`config.mk`:
```
export PLATFORM = sky130hd
export DESIGN_NAME = sum_accum_ctrl
export DESIGN_NICKNAME = d
export VERILOG_FILES = /design/src/rtl/sum_accum_ctrl_pkg.sv /design/src/rtl/adder_ckt_8_bit.sv /design/src/rtl/sum_accum_ctrl.sv
export SDC_FILE = /design/constraint.sdc
export NUM_CORES = 1
export LEC_CHECK = 0
export BUFFER_PORTS_ARGS = -buffer_cell sky130_fd_sc_hd__buf_2
export CORE_ASPECT_RATIO = 2
export CORE_UTILIZATION = 25
export CTS_CLUSTER_DIAMETER = 40
export DETAILED_ROUTE_END_ITERATION = 12
export HOLD_SLACK_MARGIN = 0.03
export PLACE_DENSITY_LB_ADDON = 0.1
export RECOVER_POWER = 25
export SLEW_MARGIN = 25
export SYNTH_ARGS = -nofsm -noshare
export SYNTH_HDL_FRONTEND = slang
export SYNTH_HIERARCHICAL = 1
export SYNTH_SLANG_ARGS = --single-unit
```
`constraint.sdc`:
```
create_clock -name clk -period 4.65 [get_ports clk]
set_clock_uncertainty 0.15 [all_clocks]
set_input_delay 0.465 -clock clk [delete_from_list [all_inputs] [get_ports clk]]
set_output_delay 0.465 -clock clk [all_outputs]
set_load 0.02 [all_outputs]
```
`src/rtl/sum_accum_ctrl_pkg.sv`:
```
// Shared types and sizing helpers for the byte-serial accumulation controller.
package sum_accum_ctrl_pkg;

    typedef enum logic [1:0] {
        ST_IDLE = 2'd0,
        ST_WAIT = 2'd1,
        ST_ADD  = 2'd2,
        ST_DONE = 2'd3
    } state_e;

    localparam int ACC_BYTES_DFLT = 3;
    localparam int ACC_W_DFLT     = 8 * ACC_BYTES_DFLT;

    function automatic int acc_width(input int nbytes);
        return 8 * nbytes;
    endfunction

    // Byte index needs at least one bit even for a single-byte accumulator.
    function automatic int idx_width(input int nbytes);
        return (nbytes > 1) ? $clog2(nbytes) : 1;
    endfunction

endpackage

```
`src/rtl/adder_ckt_8_bit.sv`:
```
// 8-bit ripple-carry adder shared by the accumulator datapath.
// Purely combinational; no latency, no backpressure.
module adder_ckt_8_bit (
    input  logic [7:0] a_i,
    input  logic [7:0] b_i,
    input  logic       cin_i,
    output logic [7:0] sum_o,
    output logic       cout_o
);

    always_comb begin
        logic carry;
        sum_o = '0;
        carry = cin_i;
        for (int i = 0; i < 8; i++) begin
            sum_o[i] = a_i[i] ^ b_i[i] ^ carry;
            carry    = (a_i[i] & b_i[i]) | (carry & (a_i[i] ^ b_i[i]));
        end
        cout_o = carry;
    end

endmodule

```
`src/rtl/sum_accum_ctrl.sv`:
```
// Byte-serial sample accumulator: one shared 8-bit adder walks the accumulator a byte per cycle.
// Latency ACC_BYTES cycles per sample; in_ready drops while a sample is being added.
module sum_accum_ctrl
    import sum_accum_ctrl_pkg::*;
#(
    parameter int ACC_BYTES = 3,
    parameter int CNT_W     = 8
) (
    input  logic                   clk,
    input  logic                   rst_n,
    input  logic                   start,
    input  logic [CNT_W-1:0]       num_samples,
    input  logic                   in_valid,
    input  logic [7:0]             in_data,
    output logic                   in_ready,
    output logic                   busy,
    output logic                   done,
    output logic [8*ACC_BYTES-1:0] acc_sum,
    output logic [CNT_W-1:0]       sample_cnt,
    output logic                   overflow
);

    localparam int ACC_W = acc_width(ACC_BYTES);
    localparam int IDX_W = idx_width(ACC_BYTES);
    localparam logic [IDX_W-1:0] LAST_IDX = IDX_W'(ACC_BYTES - 1);

    state_e             state_q, state_d;
    logic [ACC_W-1:0]   acc_q, acc_d;
    logic [CNT_W-1:0]   cnt_q, cnt_d;
    logic [CNT_W-1:0]   target_q, target_d;
    logic [CNT_W-1:0]   cnt_inc;
    logic               ovf_q, ovf_d;
    logic               carry_q, carry_d;
    logic [IDX_W-1:0]   idx_q, idx_d;
    logic [7:0]         sample_q, sample_d;

    logic [7:0]         add_a, add_b, add_sum;
    logic               add_cin, add_cout;

    always_comb begin
        add_a = '0;
        for (int b = 0; b < ACC_BYTES; b++) begin
            if (idx_q == IDX_W'(b)) add_a = acc_q[b*8 +: 8];
        end
    end

    // The sample only enters at byte 0; upper bytes just absorb the carry.
    assign add_b   = (idx_q == '0) ? sample_q : 8'h00;
    assign add_cin = (idx_q == '0) ? 1'b0 : carry_q;
    assign cnt_inc = cnt_q + 1'b1;

    adder_ckt_8_bit u_adder (
        .a_i    (add_a),
        .b_i    (add_b),
        .cin_i  (add_cin),
        .sum_o  (add_sum),
        .cout_o (add_cout)
    );

    always_comb begin
        state_d  = state_q;
        acc_d    = acc_q;
        cnt_d    = cnt_q;
        target_d = target_q;
        ovf_d    = ovf_q;
        carry_d  = carry_q;
        idx_d    = idx_q;
        sample_d = sample_q;
        case (state_q)
            ST_IDLE: begin
                if (start) begin
                    acc_d    = '0;
                    cnt_d    = '0;
                    ovf_d    = 1'b0;
                    target_d = num_samples;
                    state_d  = (num_samples == '0) ? ST_DONE : ST_WAIT;
                end
            end
            ST_WAIT: begin
                if (in_valid) begin
                    sample_d = in_data;
                    idx_d    = '0;
                    state_d  = ST_ADD;
                end
            end
            ST_ADD: begin
                for (int b = 0; b < ACC_BYTES; b++) begin
                    if (idx_q == IDX_W'(b)) acc_d[b*8 +: 8] = add_sum;
                end
                carry_d = add_cout;
                if (idx_q == LAST_IDX) begin
                    idx_d = '0;
                    cnt_d = cnt_inc;
                    if (add_cout) ovf_d = 1'b1;
                    state_d = (cnt_inc == target_q) ? ST_DONE : ST_WAIT;
                end else begin
                    idx_d = idx_q + 1'b1;
                end
            end
            ST_DONE: state_d = ST_IDLE;
            default: state_d = ST_IDLE;
        endcase
    end

    always_ff @(posedge clk) begin
        if (!rst_n) begin
            state_q  <= ST_IDLE;
            acc_q    <= '0;
            cnt_q    <= '0;
            target_q <= '0;
            ovf_q    <= 1'b0;
            carry_q  <= 1'b0;
            idx_q    <= '0;
            sample_q <= '0;
        end else begin
            state_q  <= state_d;
            acc_q    <= acc_d;
            cnt_q    <= cnt_d;
            target_q <= target_d;
            ovf_q    <= ovf_d;
            carry_q  <= carry_d;
            idx_q    <= idx_d;
            sample_q <= sample_d;
        end
    end

    assign in_ready   = (state_q == ST_WAIT);
    assign busy       = (state_q != ST_IDLE);
    assign done       = (state_q == ST_DONE);
    assign acc_sum    = acc_q;
    assign sample_cnt = cnt_q;
    assign overflow   = ovf_q;

endmodule

```
# [Word level (Yosys, flattened, before mapping)]
# Index checks and enable logic that the tools add are counted.
[totals] register_bits=54 output_inout_bits=36
[classes] n_addsub=2 n_eq_ne=12 mux=26 n_bitwise=40 reduce_logical=14
[op_table] op="$mux 8" count=9
[op_table] op="$pmux 24 s2" count=1
[op_table] op="$mux 24" count=1
[op_table] op="$and 1x1->1" count=16
[op_table] op="$pmux 8 s2" count=1
[op_table] op="$xor 1x1->1" count=16
[op_table] op="$mux 2" count=7
[op_table] op="$ne 2x2->1 const B" count=6
[op_table] op="$reduce_and 3->1" count=4
[op_table] op="$add 8x1->8 const B" count=1
[op_table] op="$eq 8x8->1" count=1
[op_table] op="$logic_not 8->1" count=1
[op_table] op="$or 1x1->1" count=8
[op_table] op="$pmux 2 s4" count=1
[op_table] op="$eq 2x2->1 const B" count=3
[op_table] op="$reduce_and 2->1" count=3
[op_table] op="$reduce_bool 2->1" count=3
[op_table] op="$eq 2x1->1 const B" count=2
[op_table] op="$logic_not 2->1" count=2
[op_table] op="$mux 1" count=4
[op_table] op="$pmux 2 s2" count=1
[op_table] op="$reduce_and 4->1" count=1
[op_table] op="$add 2x1->2 const B" count=1
[op_table] op="$pmux 1 s2" count=1

# [Depth between registers and ports, before layout]
# Gate-level depths: netlist of run 1.
[depth] ltp_word=24 depth_mapped=18 mapped_depth_nobuf=17

# [Hierarchy]
# The synthesis of run 1 kept the hierarchy.
[modules_own_cells] mod="sum_accum_ctrl" n_inst=1 cells_per_inst=326 area_each_um2=2733.9 seq_area_each_um2=1081.0
[modules_own_cells] mod="adder_ckt_8_bit" n_inst=1 cells_per_inst=18 area_each_um2=197.7 seq_area_each_um2=0.0

# [Worst setup path after synthesis of run 1]
# Ideal clock, no wire load.
[synth_timing] path_kind="reg2reg" start="register idx_q[1]" end="register acc_q[7] (netlist: acc_sum[7])" setup_time_ps=76 arrival_time_ps=4153 required_time_ps=4424 path_slack_ps=271 path_stages_with_launch=19 n_path_buf=1 synth_period_minus_slack_ps=4379 path_cell_list="dfxtp_1 > buf_2 > and2b_1 > nand2_1 > o21ai_0 > fa_1 > inv_1 > fa_1 > inv_1 > fa_1 > fa_1 > fa_1 > fa_1 > fa_1 > inv_1 > fa_1 > inv_1 > nand3_1 > a21boi_0"
[synth_via] elab_chain_cells=22
[synth_rtl] item="start: declaration" line_no="sum_accum_ctrl.sv:34" source="logic [IDX_W-1:0] idx_q, idx_d;"
[synth_rtl] item="start signal: assignment" line_no="sum_accum_ctrl.sv:122" source="idx_q <= idx_d;"
[synth_rtl] item="$logic_not 2->1" line_no="sum_accum_ctrl.sv:43" source="if (idx_q == IDX_W'(b)) add_a = acc_q[b*8 +: 8];"
[synth_rtl] item="$mux 8 (2 in series)" line_no="sum_accum_ctrl.sv:43"
[synth_rtl] item="$mux 8 *" line_no="sum_accum_ctrl.sv:43"
[synth_rtl] item="net add_a[0]" line_no="sum_accum_ctrl.sv:37" source="logic [7:0] add_a, add_b, add_sum;"
[synth_rtl] item="$xor 1x1->1" line_no="adder_ckt_8_bit.sv:17" source="carry = (a_i[i] & b_i[i]) | (carry & (a_i[i] ^ b_i[i]));"
[synth_rtl] item="$and 1x1->1" line_no="adder_ckt_8_bit.sv:17"
[synth_rtl] item="$or 1x1->1 *" line_no="adder_ckt_8_bit.sv:17"
[synth_rtl] item="$and 1x1->1 *" line_no="adder_ckt_8_bit.sv:17"
[synth_rtl] item="(+7 left out)"
[synth_rtl] item="$and 1x1->1 *" line_no="adder_ckt_8_bit.sv:17"
[synth_rtl] item="$or 1x1->1 *" line_no="adder_ckt_8_bit.sv:17"
[synth_rtl] item="$and 1x1->1 *" line_no="adder_ckt_8_bit.sv:17"
[synth_rtl] item="$or 1x1->1 *" line_no="adder_ckt_8_bit.sv:17"
[synth_rtl] item="$xor 1x1->1 *" line_no="adder_ckt_8_bit.sv:16" source="sum_o[i] = a_i[i] ^ b_i[i] ^ carry;"
[synth_rtl] item="net add_sum[7]" line_no="sum_accum_ctrl.sv:37"
[synth_rtl] item="$mux 8 *" line_no="sum_accum_ctrl.sv:88" source="if (idx_q == IDX_W'(b)) acc_d[b*8 +: 8] = add_sum;"
[synth_rtl] item="$pmux 24 s2 *" line_no="sum_accum_ctrl.sv:69" source="case (state_q)"
[synth_rtl] item="end signal: assignment" line_no="sum_accum_ctrl.sv:108" source="acc_q <= '0;"
[synth_rtl] item="end signal: assignment" line_no="sum_accum_ctrl.sv:117" source="acc_q <= acc_d;"
[synth_rtl] item="end: declaration" line_no="sum_accum_ctrl.sv:28" source="logic [ACC_W-1:0] acc_q, acc_d;"
# The timed path passes the listed nets; every way through them passes the cells marked *. The select of a mux whose other input is x is not followed.
# A chain may end at the register's enable or synchronous reset.

# [Worst setup path in the final report of run 1]
[layout_timing] start="register idx_q[1]" end="register acc_q[23] (netlist: acc_sum[23])"
# Same word-level chain as after synthesis.

==> results of run 1 <==
==> where the power goes <==
part	internal, mW	total [mW]	leakage, nW	switching [mW]
combinational	0.0516	0.147	0.728	0.0954
sequential	0.473	0.485	0.438	0.0118
clock	0.217	0.409	0.0735	0.192
==> worst paths after layout <==
check                   start           to  slack [ns]  cells after the start
setup / recovery     idx_q[1]  acc_sum[23]        0.26                     17
hold / removal     in_data[4]  sample_q[4]        0.27                      3
hold reg to reg   sample_q[5]  sample_q[5]        0.31                      2
setup reg to reg     idx_q[1]  acc_sum[23]        0.26                     17
==> state kept, by name (all words and copies together) (netlist names) <==
name and cells:
state_q 2, sample_q 8, sample_cnt 8, acc_sum 24
idx_q 2, carry_q 1, target_q 8, overflow 1
==> through the flow <==
stage,setup slack (ns),cells,area (sq um),util [%],hold slack [ns]
3_3_place_gp,0.2183,524,3331,29.33,0.3059
3_5_place_dp,0.1316,524,3331,29.33,0.3083
5_1_grt,0.06030,532,3467,30.53,0.2664
4_1_cts,0.08503,532,3486,30.70,0.2595
2_1_floorplan,0.2713,344,2932,-,0.2888
6_report,0.2614,532,3467,30.53,0.2680
==> cell families (layout without fill, tap and decap cells) <==
logic type	count (synthesis)	in the layout	synth area share, %
AO/OA/AOI/OAI	80	80	18.48
AND/OR/NAND/NOR	139	139	24.80
XOR/XNOR	10	10	2.987
flip-flops	54	54	36.88
buffers and inverters	35	81	5.164
multiplexers	17	17	5.804
adder cells (fa/ha/maj)	9	9	5.890
==> repair_timing <==
| action | in CTS | in global routing |
|---|---|---|
| hold endpoints to repair | 0 | 0 |
| resized for setup | 0 | 4 |
| hold buffers | 0 | 0 |
| endpoints found under the setup margin | 0 | 3 |
==> layout make-up <==
type / instances / area [sq um]
fillers: 1265 / 7888
multi-input cells: 255 / 1704
flip-flops and latches: 54 / 1085
repair buffers: 63 / 307.8
well taps: 142 / 177.7
clock buffers: 6 / 138.9
inverters: 10 / 37.54
clock inverters: 2 / 16.27
==> cell usage in the layout (no fill, tap or decap), types with 6 or more instances in the layout <==
cell      count
nand2_1      42
o21ai_0      16
xnor2_1       6
dfxtp_1      53
buf_4         8
inv_1        10
clkbuf_1     22
nand3_1      36
a21oi_1       7
buf_2        33
o22ai_1       6
mux2i_1      17
a21boi_0     38
and2_1       11
nor2b_1      18
fa_1          7
==> worst min-delay path, cell delays in order <==
cell	delay [ns]
buf_2	0.09
nand3_1	0.05
a21boi_0	0.06
==> layer usage <==
layer	GRT usage, %	vias up	wire length [um]
met5	0	-	0
li1	-	1280	-
met2	31.18	56	5233
met1	15.64	1194	3532
met4	7.231	0	222
met3	1.994	13	202
==> flow_summary.toml, run 1 <==
[detailed_routing]
postRouteAntennaNets = 0
drc = 0
routed_wl_mm = 9.190
vias = 2543
wl_per_cell_um = 17.27
drtIter0Drc = 76
drt-pass1-iter-count = 4
vias_per_cell = 4.780

[logic_synthesis]
synth_area_leaders = "dfxtp_1 (37%), a21boi_0 (10%), nand3_1 (6.1%), mux2i_1 (5.8%), fa_1 (5.5%)"
synth_top_area_cell = "dfxtp_1"
netlist_instances = 344
async_reset_ff_share_pct = 0
ys_ff_latch = 54
synth_edf_count = 0
yosysUniqueCellTypes = 44
synth_nets = 373
yosysWarnings = 6
synthDominantCellAreaShare_pct = 36.88
yosysMostFrequentCell = "dfxtp_1"
synth_commonest_cells = "dfxtp_1 (54), nand2_1 (42), a21boi_0 (39), nand3_1 (36), nor2b_1 (18)"
syn_area_sq_um = 2932
synth_area_per_cell_sq_um = 8.522
ys.flop_type = "dfxtp_1"
synth_seq_area_share_pct = 36.88

[floorplanning]
fp-row-count = 55
ios = 56
coreArea_sq_um = 11350
die_w_um = 78.57
dieArea_sq_um = 12190
initial_core_util_pct = 25.82
die_h_um = 155.1

[power_and_ir_drop]
p_per_area_nw_per_um2 = 300.4
power_leakage_nw = 1.240
power.total_mw = 1.041
ir_drop_v = 0.0001345

[global_routing]
antenna_found_initial = 0
grt_pass1_vias = 2678
gr-total-overflow = 0
track_usage_pct = 15.78
grt_start_max_net_pins = 55
grt_pass1_wl_mm = 14.41

[finish]
nets = 418
final_layout_size_suffix_gt1_share_pct = 14.62
diodes = 0
area_growth_pct = 18.27

[flow_run]
maxCapViolCount = 0

[clock_network]
cts_made_buffers = 5
clk_path_buf_depth = 2
cts_setup_buffers = 0
clock_latency_ns = 0.30
tritoncts = "done"
cts-root-buf = "clkbuf_16"
cts_sinks = 54
htree_levels = 2
clk_pin_slew_ns = 0.08

[worst_setup_path]
critPathLaunchType = "register"
cp_max_fo = 5
critPathArrivalTime_ns = 4.48
worstPathRequired_ns = 4.74
critical_path_buf_inv_count = 4
crit_chain = "and2b_1 -> nand2_1 -> o21ai_0 -> fa_1 -> inv_1 -> fa_1 -> inv_1 -> fa_2 -> fa_1 -> fa_1 -> fa_1 -> fa_1 -> inv_1 -> fa_1 -> inv_1 -> a22oi_1 -> nor2b_1"
cpPeakStageDelay_ns = 0.44
critical-path-top-delay-family = "adder cells"
crit_slowest_cell = "fa_1"
crit_path_frequent_cell = "fa_1"
critical_path_class = "register to register"
cp-end-kind = "register"

[run_status]
run_status = "finished clean"

[place]
io_buffer_count = 55
dp_hpwl_mm = 6.874
gp_congestion = 0.8343

[sta]
finalCritPeriodShare_pct = 94.38
setup_viol = 0
setup_tns_ns = 0
fmax_ghz = 0.2279
hold_viol_final = 0
slew_violations = 0
maxSlewHeadroom_pct = 42.17
layout_min_cycle_time_ns = 4.389
rsz0062_at_grt = "false"
tightest_slew_ns = 0.8674

[hold_path]
min_path_type = "input port to register"
No activity file was read; power rests on OpenSTA's default activity.
==> run 2: changes to the inputs <==
--- a/config.mk
+++ b/config.mk
@@ -7,7 +7,7 @@
 export LEC_CHECK = 0
 export BUFFER_PORTS_ARGS = -buffer_cell sky130_fd_sc_hd__buf_2
 export CORE_ASPECT_RATIO = 2
-export CORE_UTILIZATION = 25
+export CORE_UTILIZATION = 50
 export CTS_CLUSTER_DIAMETER = 40
 export DETAILED_ROUTE_END_ITERATION = 12
 export HOLD_SLACK_MARGIN = 0.03
==> flow_summary.toml, run 2 (synthesis gave the netlist of run 1 again) <==
[place]
io_buffer_count = 55
gp_congestion = 0.9019
place_ws_ns = 0.2211
dp_hpwl_mm = 5.595
placed_cell_area_sq_um = 3229
placedCellCount = 443

[detailed_routing]
wl_met1_mm = 2.860
highest_layer = "met4"
postRouteAntennaNets = 0
wl_met3_um = 198
drtIter0Drc = 96
wl_met2_mm = 4.072
vias = 2555
vias_per_cell = 5.678
routed_wl_mm = 7.419
drc = 0
wl_per_cell_um = 16.49
drt-pass1-iter-count = 4

[power_and_ir_drop]
power.total_mw = 0.9816
p_sw_share_pct = 26.46
p_seq_share_pct = 50.0
combPwrFrac_pct = 13.6
p_int_mw = 0.7219
power_leakage_nw = 1.231
ir_drop_v = 0.0003379
pwr-share-clk_pct = 36.4
p_per_area_nw_per_um2 = 294.3
power_switching_mw = 0.2597

[finish]
multi_input_area_sq_um = 1699
diodes = 0
stdcell_area_sq_um = 3336
nets = 418
final_common_cell = "dfxtp_1"
layout_common_cells = "dfxtp_1 (53), nand2_1 (42), a21boi_0 (39)"
ff_latch_area_sq_um = 1082
final_layout_size_suffix_gt1_share_pct = 13.37
nFillCells = 554
largest_register_ffs = 24
postLayoutCoreUtil_pct = 58.93
area_growth_pct = 13.79
fin_cells = 450

[sta]
slew_violations = 0
fmax_ghz = 0.2274
hold_viol_final = 0
whs_ns = 0.2799
tightest_slew_ns = 0.8931
rsz0062_at_grt = "false"
finalWorstSetupSlack_ns = 0.2530
maxSlewHeadroom_pct = 40.24
finalCritPeriodShare_pct = 94.56
setup_viol = 0
setup_tns_ns = 0
layout_min_cycle_time_ns = 4.397

[global_routing]
antenna_found_initial = 0
grt_pass1_wl_mm = 11.74
track_usage_pct = 25.02
gr-total-overflow = 0
grt_start_max_net_pins = 55
grt_pass1_vias = 2365

[clock_network]
cts-root-buf = "clkbuf_16"
clock_latency_ns = 0.29
cts_hold_buffers = 0
tritoncts = "done"
cts-resized-gates = 0
cts_sinks = 54
htree_levels = 2
clk_path_buf_depth = 2
cts_setup_buffers = 0
cts_made_buffers = 5
clk_pin_slew_ns = 0.06

[floorplanning]
ios = 56
dieArea_sq_um = 6192
coreArea_sq_um = 5660
die_w_um = 56.15
fp-row-count = 39
die_h_um = 110.3
initial_core_util_pct = 51.79

[run_status]
run_status = "finished clean"

[worst_setup_path]
crit_path_start = "idx_q[1]"
r2r_end = "acc_sum[7]"
cp-end-kind = "register"
worstReg2RegStart = "idx_q[1]"
cp_max_fo = 5
critical_path_class = "register to register"
critPathLaunchType = "register"
critPathArrivalTime_ns = 4.47
worstPathRequired_ns = 4.72
rr_worst_depth = 17
r2r_setup_slack_ns = 0.25

[hold_path]
whs_path_depth = 3
holdCritStartpoint = "in_data[5]"
min_path_type = "input port to register"
hold_end = "sample_q[5]"

[flow_run]
maxCapViolCount = 0
==> run 2: layer usage <==
| metal | GRT usage (%) | vias up |
|---|---|---|
| li1 | - | 1277 |
| met4 | 13.41 | 0 |
| met5 | 0 | - |
| met2 | 47.19 | 58 |
| met1 | 26.01 | 1202 |
| met3 | 4.084 | 18 |
==> run 2: power by group through the flow <==
stage	Sequential [mW]	Combinational, mW	Clock [mW]
after floorplan	0.491	0.0971	0
after global placement	0.501	0.133	0
after detailed placement	0.501	0.133	0
after CTS	0.491	0.133	0.366
after global routing	0.493	0.145	0.385
final	0.491	0.133	0.358
==> run 2: cell type report <==
cell class	count	area share [%]
repair buffers	63	9.227
inverters	10	1.125
well taps	61	2.288
clock buffers	7	3.976
multi-input cells	255	50.94
flip-flops and latches	54	32.45
==> run 2: worst max-delay path by stage <==
stage                 endpoint  depth (start not counted)
finish              acc_sum[7]                         17
global route        acc_sum[7]                         17
CTS                 acc_sum[7]                         17
detailed placement  acc_sum[7]                         17
global placement    acc_sum[7]                         17
floorplan           acc_sum[7]                         18
==> run 2: worst max-delay path, cell delays in order, from the launching register on <==
cell	delay (ns)
dfxtp_2	0.37
and2b_1	0.20
nand2_1	0.06
o21ai_0	0.12
fa_1	0.43
inv_1	0.07
fa_1	0.15
inv_1	0.05
fa_1	0.37
fa_1	0.39
fa_1	0.39
fa_1	0.39
fa_1	0.37
inv_1	0.08
fa_1	0.40
inv_1	0.10
nand3_1	0.06
a21boi_0	0.18
==> run 3: changes to the inputs <==
--- a/config.mk
+++ b/config.mk
@@ -5,13 +5,13 @@
 export SDC_FILE = /design/constraint.sdc
 export NUM_CORES = 1
 export LEC_CHECK = 0
-export BUFFER_PORTS_ARGS = -buffer_cell sky130_fd_sc_hd__buf_2
+export BUFFER_PORTS_ARGS = -buffer_cell sky130_fd_sc_hd__clkbuf_2
 export CORE_ASPECT_RATIO = 2
 export CORE_UTILIZATION = 50
 export CTS_CLUSTER_DIAMETER = 40
 export DETAILED_ROUTE_END_ITERATION = 12
 export HOLD_SLACK_MARGIN = 0.03
-export PLACE_DENSITY_LB_ADDON = 0.1
+export PLACE_DENSITY = 0.74
 export RECOVER_POWER = 25
 export SLEW_MARGIN = 25
 export SYNTH_ARGS = -nofsm -noshare
==> flow_summary.toml, run 3 (synthesis gave the netlist of run 1 again) <==
[worst_setup_path]
crit_chain = "and2b_2 -> nand2_1 -> o21ai_0 -> fa_1 -> inv_1 -> fa_1 -> inv_1 -> fa_2 -> fa_2 -> fa_1 -> fa_2 -> fa_1 -> inv_1 -> fa_1 -> inv_1 -> a22oi_1 -> nor2b_1"
cp_max_fo = 5
critical_path_class = "register to register"
crit_path_frequent_cell = "fa_1"
r2r_setup_slack_ns = 0.24
critPathArrivalTime_ns = 4.49
cp-endpoint = "acc_sum[23]"
cpPeakStageDelay_ns = 0.43
r2r_end = "acc_sum[23]"
rr_worst_depth = 17
cp-end-kind = "register"
crit_slowest_cell = "fa_1"
critPathLaunchType = "register"
crit_path_start = "idx_q[1]"
worstPathRequired_ns = 4.73
worstReg2RegStart = "idx_q[1]"

[sta]
tightest_slew_ns = 0.9050
slew_violations = 0
maxSlewHeadroom_pct = 39.45
hold_viol_final = 0
finalCritPeriodShare_pct = 94.83
whs_ns = 0.2575
fmax_ghz = 0.2268
setup_viol = 0
layout_min_cycle_time_ns = 4.410
rsz0062_at_grt = "false"
setup_tns_ns = 0

[global_routing]
track_usage_pct = 25.01
met3_usage_pct = 3.967
gr-total-overflow = 0
grt_pass1_wl_mm = 11.82
antenna_found_initial = 0
grt_pass1_vias = 2563
top_usage_layer = "met2"
met1_usage_pct = 24.50
grt_use_met2_pct = 48.47
grt_start_max_net_pins = 55

[clock_network]
cts_hold_buffers = 0
cts-root-buf = "clkbuf_16"
cts_setup_buffers = 0
clk_pin_slew_ns = 0.07
cts_sinks = 54
tritoncts = "done"
cts_made_buffers = 5
clk_path_buf_depth = 2
htree_levels = 2
clock_latency_ns = 0.30

[floorplanning]
die_h_um = 110.3
dieArea_sq_um = 6192
fp-row-count = 39
coreArea_sq_um = 5660
ios = 56
initial_core_util_pct = 51.79
die_w_um = 56.15

[detailed_routing]
routed_wl_mm = 7.373
postRouteAntennaNets = 0
drc = 0
drtIter0Drc = 117
wl_per_cell_um = 16.42
drt-pass1-iter-count = 4
vias_per_cell = 5.784
vias = 2597

[place]
gp_congestion = 0.8905
dp_hpwl_mm = 5.409
io_buffer_count = 55

[power_and_ir_drop]
ir_drop_v = 0.0003251
power_leakage_nw = 1.240
p_per_area_nw_per_um2 = 327.4

[finish]
largest_register_ffs = 24
final_common_cell = "dfxtp_1"
nFillCells = 525
final_layout_size_suffix_gt1_share_pct = 14.95
area_growth_pct = 16.05
layout_common_cells = "dfxtp_1 (53), nand2_1 (42), a21boi_0 (39)"
diodes = 0
nets = 416

[flow_run]
maxCapViolCount = 0

[hold_path]
min_path_type = "input port to register"

[run_status]
run_status = "finished clean"
## run 3: area by class of cell
class / instances / area [sq um] / area share [%]
repair buffers: 61 / 292.8 / 8.606
well taps: 61 / 76.32 / 2.243
multi-input cells: 255 / 1712 / 50.31
inverters: 10 / 37.54 / 1.103
flip-flops and latches: 54 / 1085 / 31.89
clock inverters: 2 / 60.06 / 1.765
clock buffers: 6 / 138.9 / 4.082
## run 3: worst min-delay path by stage
stage | to | startpoint | slack [ns] | cells past startpoint
floorplan | sample_q[0] | sample_q[0] | 0.29 | 2
global placement | sample_q[5] | sample_q[5] | 0.30 | 2
detailed placement | sample_q[2] | sample_q[2] | 0.31 | 2
CTS | sample_q[2] | in_data[2] | 0.26 | 3
global route | sample_q[1] | in_data[1] | 0.27 | 3
finish | sample_q[2] | in_data[2] | 0.26 | 3
## run 3: where the power goes
group | switching [mW] | total [mW] | internal, mW
Combinational | 0.0831 | 0.132 | 0.0488
Sequential | 0.0172 | 0.491 | 0.474
Clock | 0.168 | 0.491 | 0.323
Total | 0.268 | 1.11 | 0.846
## run 3: layer usage
layer	share of wire, %	wire length [um]
met2	55	4055
met3	2.7	199
met1	38	2836
met5	0	0
met4	3.8	280
## run 3: timing repair
action,4_1_cts,5_1_grt
gates resized for setup,0,6
endpoints found under the hold margin,0,0
setup endpoints to repair,0,3
## run 3: stage by stage
step	util, %	instance area (sq um)	setup WS, ns	total power [mW]	instances
floorplan	-	2932	0.2713	0.5882	344
global placement	56.79	3214	0.2201	0.6298	441
detailed placement	56.79	3214	0.1050	0.6317	441
CTS	60.30	3413	0.05223	1.120	449
global route	60.10	3402	0.02343	1.152	449
finish	60.10	3402	0.2404	1.114	449
## run 3: critical path, delay by kind of cell, from the launching register on
| kind | cells | cell delay (ns) |
|---|---|---|
| simple gates | 3 | 0.51 |
| fa+ha+maj | 8 | 2.80 |
| flops | 1 | 0.37 |
| buf+inv | 4 | 0.31 |
| compound gates | 2 | 0.21 |
